### src/rtl/fwd_hazard_unit_pkg.sv
// Shared pipeline definitions for the forwarding / hazard unit.
//   RA_W       : register address width used by the scoreboard entries
//   SLOT_*     : post-issue slot indices (EX, MEM, WB)
//   FWD_RF     : forward-select value meaning "use the register file"
//   sb_entry_t : one scoreboard entry {v, dst, ld}
package fwd_hazard_unit_pkg;

   localparam int RA_W     = 5;

   localparam int SLOT_EX  = 0;
   localparam int SLOT_MEM = 1;
   localparam int SLOT_WB  = 2;

   localparam int FWD_RF   = 0;

   typedef struct packed {
      logic            v;    // slot holds a valid register write
      logic [RA_W-1:0] dst;  // destination register
      logic            ld;   // producer is a load
   } sb_entry_t;

endpackage

### src/rtl/fwd_match_sel.sv
// Combinational priority search of the forwardable scoreboard slots for one
// source operand.
//   entries   : slots 0..DEPTH-2 (slot 0 = youngest)
//   src       : source register read in ID
//   use_src   : source is actually read
//   id_valid  : ID holds a real instruction
//   hit       : some searched slot produces src
//   sel       : k+1 for the youngest matching slot k, FWD_RF otherwise
//   is_ld_hit : the youngest matching slot is a load
module fwd_match_sel
   import fwd_hazard_unit_pkg::*;
#(
   parameter  int DEPTH = 3,
   localparam int SEL_W = $clog2(DEPTH)
) (
   input  sb_entry_t        entries [DEPTH-1],
   input  logic [RA_W-1:0]  src,
   input  logic             use_src,
   input  logic             id_valid,
   output logic             hit,
   output logic [SEL_W-1:0] sel,
   output logic             is_ld_hit
);

   always_comb begin
      hit       = 1'b0;
      sel       = SEL_W'(FWD_RF);
      is_ld_hit = 1'b0;
      if (id_valid && use_src && (src != '0)) begin
         // Walk oldest to youngest so the youngest match overwrites the rest.
         for (int unsigned i = 0; i < unsigned'(DEPTH - 1); i++) begin
            if (entries[DEPTH-2-i].v && (entries[DEPTH-2-i].dst == src)) begin
               hit       = 1'b1;
               sel       = SEL_W'(DEPTH - 1 - i);
               is_ld_hit = entries[DEPTH-2-i].ld;
            end
         end
      end
   end

endmodule

### src/rtl/fwd_hazard_unit.sv
// Forwarding and load-use hazard unit. Tracks in-flight register writes over
// DEPTH post-issue slots, picks bypass sources for the ID instruction and
// delivers them registered to EX, stalling on load-use hazards.
//   clk, rst          : clock, asynchronous active-high reset
//   hold              : freeze all state
//   flush             : kill the ID instruction
//   id_*              : decoded ID instruction fields
//   stall             : hold PC/IF/ID and bubble EX (combinational)
//   ex_fwd_a/ex_fwd_b : EX operand selects, 0 = RF, k = slot-k result
//   ex_valid          : EX holds a real instruction
// RA_W must equal the package RA_W, which sizes the scoreboard entries.
module fwd_hazard_unit
   import fwd_hazard_unit_pkg::*;
#(
   parameter  int RA_W      = fwd_hazard_unit_pkg::RA_W,
   parameter  int DEPTH     = 3,
   parameter  int LOAD_SLOT = 2,
   localparam int SEL_W     = $clog2(DEPTH)
) (
   input  logic             clk,
   input  logic             rst,
   input  logic             hold,
   input  logic             flush,
   input  logic             id_valid,
   input  logic [RA_W-1:0]  id_rs,
   input  logic [RA_W-1:0]  id_rt,
   input  logic             id_use_rs,
   input  logic             id_use_rt,
   input  logic             id_reg_write,
   input  logic [RA_W-1:0]  id_write_reg,
   input  logic             id_is_load,
   output logic             stall,
   output logic [SEL_W-1:0] ex_fwd_a,
   output logic [SEL_W-1:0] ex_fwd_b,
   output logic             ex_valid
);

   sb_entry_t        sb     [DEPTH];
   sb_entry_t        search [DEPTH-1];
   sb_entry_t        new_entry;

   logic             hit_a, hit_b;
   logic             ld_a, ld_b;
   logic [SEL_W-1:0] sel_a, sel_b;
   logic             issue;

   // The oldest slot writes the RF this cycle (write-before-read), so only
   // the younger slots take part in forwarding.
   always_comb begin
      for (int unsigned k = 0; k < unsigned'(DEPTH - 1); k++) begin
         search[k] = sb[k];
      end
   end

   fwd_match_sel #(.DEPTH(DEPTH)) u_match_rs (
      .entries   (search),
      .src       (id_rs),
      .use_src   (id_use_rs),
      .id_valid  (id_valid),
      .hit       (hit_a),
      .sel       (sel_a),
      .is_ld_hit (ld_a)
   );

   fwd_match_sel #(.DEPTH(DEPTH)) u_match_rt (
      .entries   (search),
      .src       (id_rt),
      .use_src   (id_use_rt),
      .id_valid  (id_valid),
      .hit       (hit_b),
      .sel       (sel_b),
      .is_ld_hit (ld_b)
   );

   // A load matched at slot k delivers data at select k+1; it is usable only
   // once that select reaches LOAD_SLOT.
   always_comb begin
      stall = 1'b0;
      if (id_valid && !flush) begin
         stall = (hit_a && ld_a && (int'(sel_a) < LOAD_SLOT)) ||
                 (hit_b && ld_b && (int'(sel_b) < LOAD_SLOT));
      end
   end

   assign issue = id_valid && !flush && !stall;

   always_comb begin
      new_entry     = '0;
      new_entry.v   = id_reg_write && (id_write_reg != '0);
      new_entry.dst = id_write_reg;
      new_entry.ld  = id_is_load;
   end

   always_ff @(posedge clk or posedge rst) begin
      if (rst) begin
         for (int unsigned k = 0; k < unsigned'(DEPTH); k++) begin
            sb[k] <= '0;
         end
         ex_fwd_a <= '0;
         ex_fwd_b <= '0;
         ex_valid <= 1'b0;
      end else if (!hold) begin
         for (int unsigned k = 1; k < unsigned'(DEPTH); k++) begin
            sb[k] <= sb[k-1];
         end
         sb[SLOT_EX] <= issue ? new_entry : '0;
         ex_valid    <= issue;
         ex_fwd_a    <= issue ? sel_a : SEL_W'(FWD_RF);
         ex_fwd_b    <= issue ? sel_b : SEL_W'(FWD_RF);
      end
   end

endmodule
### config.mk
export PLATFORM = sky130hd
export DESIGN_NAME = fwd_hazard_unit
export DESIGN_NICKNAME = d
export VERILOG_FILES = /design/src/rtl/fwd_hazard_unit_pkg.sv /design/src/rtl/fwd_match_sel.sv /design/src/rtl/fwd_hazard_unit.sv
export SDC_FILE = /design/constraint.sdc
export NUM_CORES = 1
export LEC_CHECK = 0
export CORE_AREA = 2 2 51 53
export DETAILED_ROUTE_END_ITERATION = 8
export DIE_AREA = 0 0 53 55
export PLACE_DENSITY = 0.81
export SYNTH_ARGS = -nofsm -noshare
export SYNTH_HDL_FRONTEND = slang
export SYNTH_HIERARCHICAL = 1
export SYNTH_SLANG_ARGS = --single-unit
### constraint.sdc
create_clock -name clk -period 5.2 [get_ports clk]
set_clock_uncertainty 0.15 [all_clocks]
set_input_delay 1.04 -clock clk [delete_from_list [all_inputs] [get_ports clk]]
set_output_delay 1.04 -clock clk [all_outputs]
set_load 0.03 [all_outputs]
==> results.cfg <==
[die]
die-area_mm2 = 0.002915
initial_core_util = 0.4931
core_mm2 = 0.002365
die_w_um = 53
ios = 30
fp.dieH_um = 55
num_rows = 18

[route]
drc_errors = 0
via_per_inst = 5.044
drt_wl_total_um = 2310
wl_met2_um = 1063
drtPass1Iterations = 4
wl_met1_um = 1080
antenna_left = 0
dr_total_vias = 908
top_layer = met4
drt_iter0_markers = 19
routed-wl-met3_um = 125
routedWlPerCell_um = 12.83

[final_layout]
fin_util = 0.6349
final_nets = 175
layout.cells.non_filler = 180
synthToLayoutAreaGrowth_pct = 28.76
drive_above_1_share = 0.1067
num_antenna_cells = 0

[global_route]
grt_pass1_vias = 863
grt-ovfl-total = 0
track_usage = 0.1808
antenna_found_initial = 0
grt_pass1_wl_um = 3801
grt_max_degree = 32

[timing]
setup_viol = 0
period_share = 0.8963
drv_slew = 0
hold_ws_ns = 0.3444
max_freq_mhz = 214.6
final_hold_viol_count = 0
slew_headroom = 0.3515
rsz0062_at_grt = false
fin_crit_ns = 4.661
fin_setup_tns_ns = 0
worstMarginPinSlew_ns = 0.9697
worst_slack_ns = 0.5392

[placement]
port-buffer-count = 29
place_congestion = 0.8678
dp.cells = 176
dp.final_hpwl_um = 1862
post-place-ws_ns = 0.5235

[logic_synthesis]
ys_ff_latch = 19
yosysSeqAreaShare = 0.4077
avgSynthCellArea_um2 = 9.637
yosys_warnings = 6
synth_fp_nets = 145
syn_inst = 121
synth_area_mm2 = 0.001166
yosysUniqueCellTypes = 27

[clock_tree]
postCtsHoldBufs = 0
insertion_delay_ns = 0.29
clk_path_buf_depth = 2
post_cts_buffers = 0
h-tree-depth = 1
cts_made_buffers = 3
cts-resized-gates = 0
clkTransAtPathRegs_ns = 0.10
cts_sinks = 19
cts-root-buf = clkbuf_4
cts_tree = done

[flow_run]
cap_violations = 0

[status]
status = finished, final reports clean

[worst_setup_path]
critPathKind = input pin to output port
end_kind = output port
rrSetupSlack_ns = 2.52
cp.required_ns = 4.01
cp_max_fo = 3
cp-start-kind = input pin
arrival_ns = 3.47

[pwr]
vdd_drop_max_mv = 0.1461
powerDensity_mw_per_mm2 = 198.5
p_leak_nw = 0.6584

[worst_hold_path]
min_path_type = register to register
==> where the power goes <==
part / switching (mW) / total [mW] / leakage [nW] / internal, mW
combinational: 0.0271 / 0.0614 / 0.386 / 0.0343
sequential: 0.00896 / 0.164 / 0.258 / 0.155
clock: 0.0423 / 0.0722 / 0.0150 / 0.0299
total: 0.0784 / 0.298 / 0.658 / 0.220
==> final cells by class <==
type                       count  area, µm²
clock buffer                   4      26.28
tap                           30      37.54
sequential                    19      475.5
timing repair buffer          29      290.3
fill                         207      863.3
inverter                       7      26.28
multi-input combinational     91      645.6
==> cell usage in the layout (no fill, tap or decap) <==
cell type / n
clkdlybuf4s50_1: 29
dfrtp_1: 19
nand2_1: 16
xor2_1: 16
o21ai_0: 11
nand2b_1: 9
mux2_2: 7
inv_1: 7
and2_1: 5
xnor2_1: 4
clkbuf_4: 3
or3_1: 2
o311a_1: 2
nor4_1: 2
nand3_2: 2
nor4_2: 2
nand4_2: 2
o32ai_1: 2
nor2_1: 2
nor2b_1: 1
o221ai_1: 1
o22ai_1: 1
or2b_1: 1
or4_1: 1
o21ai_1: 1
o31ai_1: 1
clkbuf_1: 1
==> final timing paths <==
path                                           endpoint  cells past startpoint            startpoint
min in group asynchronous          ex_valid$_DFFE_PP0N_                      2                   rst
worst max register to register  ex_fwd_a[1]$_DFFE_PP0N_                      7    sb[18]$_DFFE_PP0N_
worst max-delay path                              stall                      9              id_rs[2]
worst min register to register     ex_valid$_DFFE_PP0N_                      2  ex_valid$_DFFE_PP0N_
max in group asynchronous            sb[18]$_DFFE_PP0N_                      2                   rst
worst min-delay path               ex_valid$_DFFE_PP0N_                      2  ex_valid$_DFFE_PP0N_
==> per-stage QoR <==
step	cell area [µm²]	power (mW)
3_3_place_gp	1475	0.2280
5_1_grt	1501	0.3146
6_report	1501	0.2980
4_1_cts	1501	0.2995
2_1_floorplan	1166	0.1999
3_5_place_dp	1475	0.2291
==> routing by layer <==
layer / track usage / vias to the layer above
li1: - / 471
met1: 0.2355 / 407
met2: 0.2958 / 25
met3: 0.02957 / 5
met4: 0.08547 / 0
met5: 0 / -
==> synthesized netlist by cell type <==
| master | n | area share |
|---|---|---|
| nor4_1 | 2 | 0.011 |
| inv_1 | 7 | 0.023 |
| or3_1 | 2 | 0.011 |
| and2_1 | 5 | 0.027 |
| clkbuf_2 | 1 | 0.0043 |
| o21ai_1 | 1 | 0.0043 |
| or4_1 | 1 | 0.0064 |
| o31ai_1 | 1 | 0.0064 |
| nand3_2 | 2 | 0.017 |
| nand2_1 | 16 | 0.052 |
| o21ai_0 | 11 | 0.047 |
| nand4_2 | 2 | 0.021 |
| o32ai_1 | 2 | 0.015 |
| buf_2 | 2 | 0.0086 |
| nor2_1 | 2 | 0.0064 |
| o311a_1 | 2 | 0.017 |
| dfrtp_1 | 19 | 0.41 |
| nand2b_1 | 9 | 0.048 |
| nor4_2 | 2 | 0.021 |
| clkbuf_1 | 1 | 0.0032 |
| xnor2_1 | 4 | 0.030 |
| o22ai_1 | 1 | 0.0054 |
| nor2b_1 | 1 | 0.0054 |
| or2b_1 | 1 | 0.0064 |
| mux2_2 | 7 | 0.068 |
| xor2_1 | 16 | 0.12 |
| o221ai_1 | 1 | 0.0075 |
==> state kept, by name, summed over array words and instances, names as in the netlist <==
register	count
sb	14
ex_fwd_a	2
ex_fwd_b	2
ex_valid	1
==> worst max-delay path: stages <==
cell and delay [ns]:
clkdlybuf4s50_1 0.48, xor2_1 0.20, nor4_2 0.31, nand4_2 0.16
o32ai_1 0.23, nand2_1 0.10, o22ai_1 0.14, and2_1 0.13
clkdlybuf4s50_1 0.66
==> cells by family after synthesis <==
| logic type | count (synthesis) | share of synthesized area |
|---|---|---|
| mux | 7 | 0.06760 |
| buf+inv | 11 | 0.03862 |
| compound gates | 19 | 0.1030 |
| simple gates | 45 | 0.2328 |
| flops | 19 | 0.4077 |
| xor+xnor | 20 | 0.1502 |
Note: power is estimated with default switching activity, not from simulation.
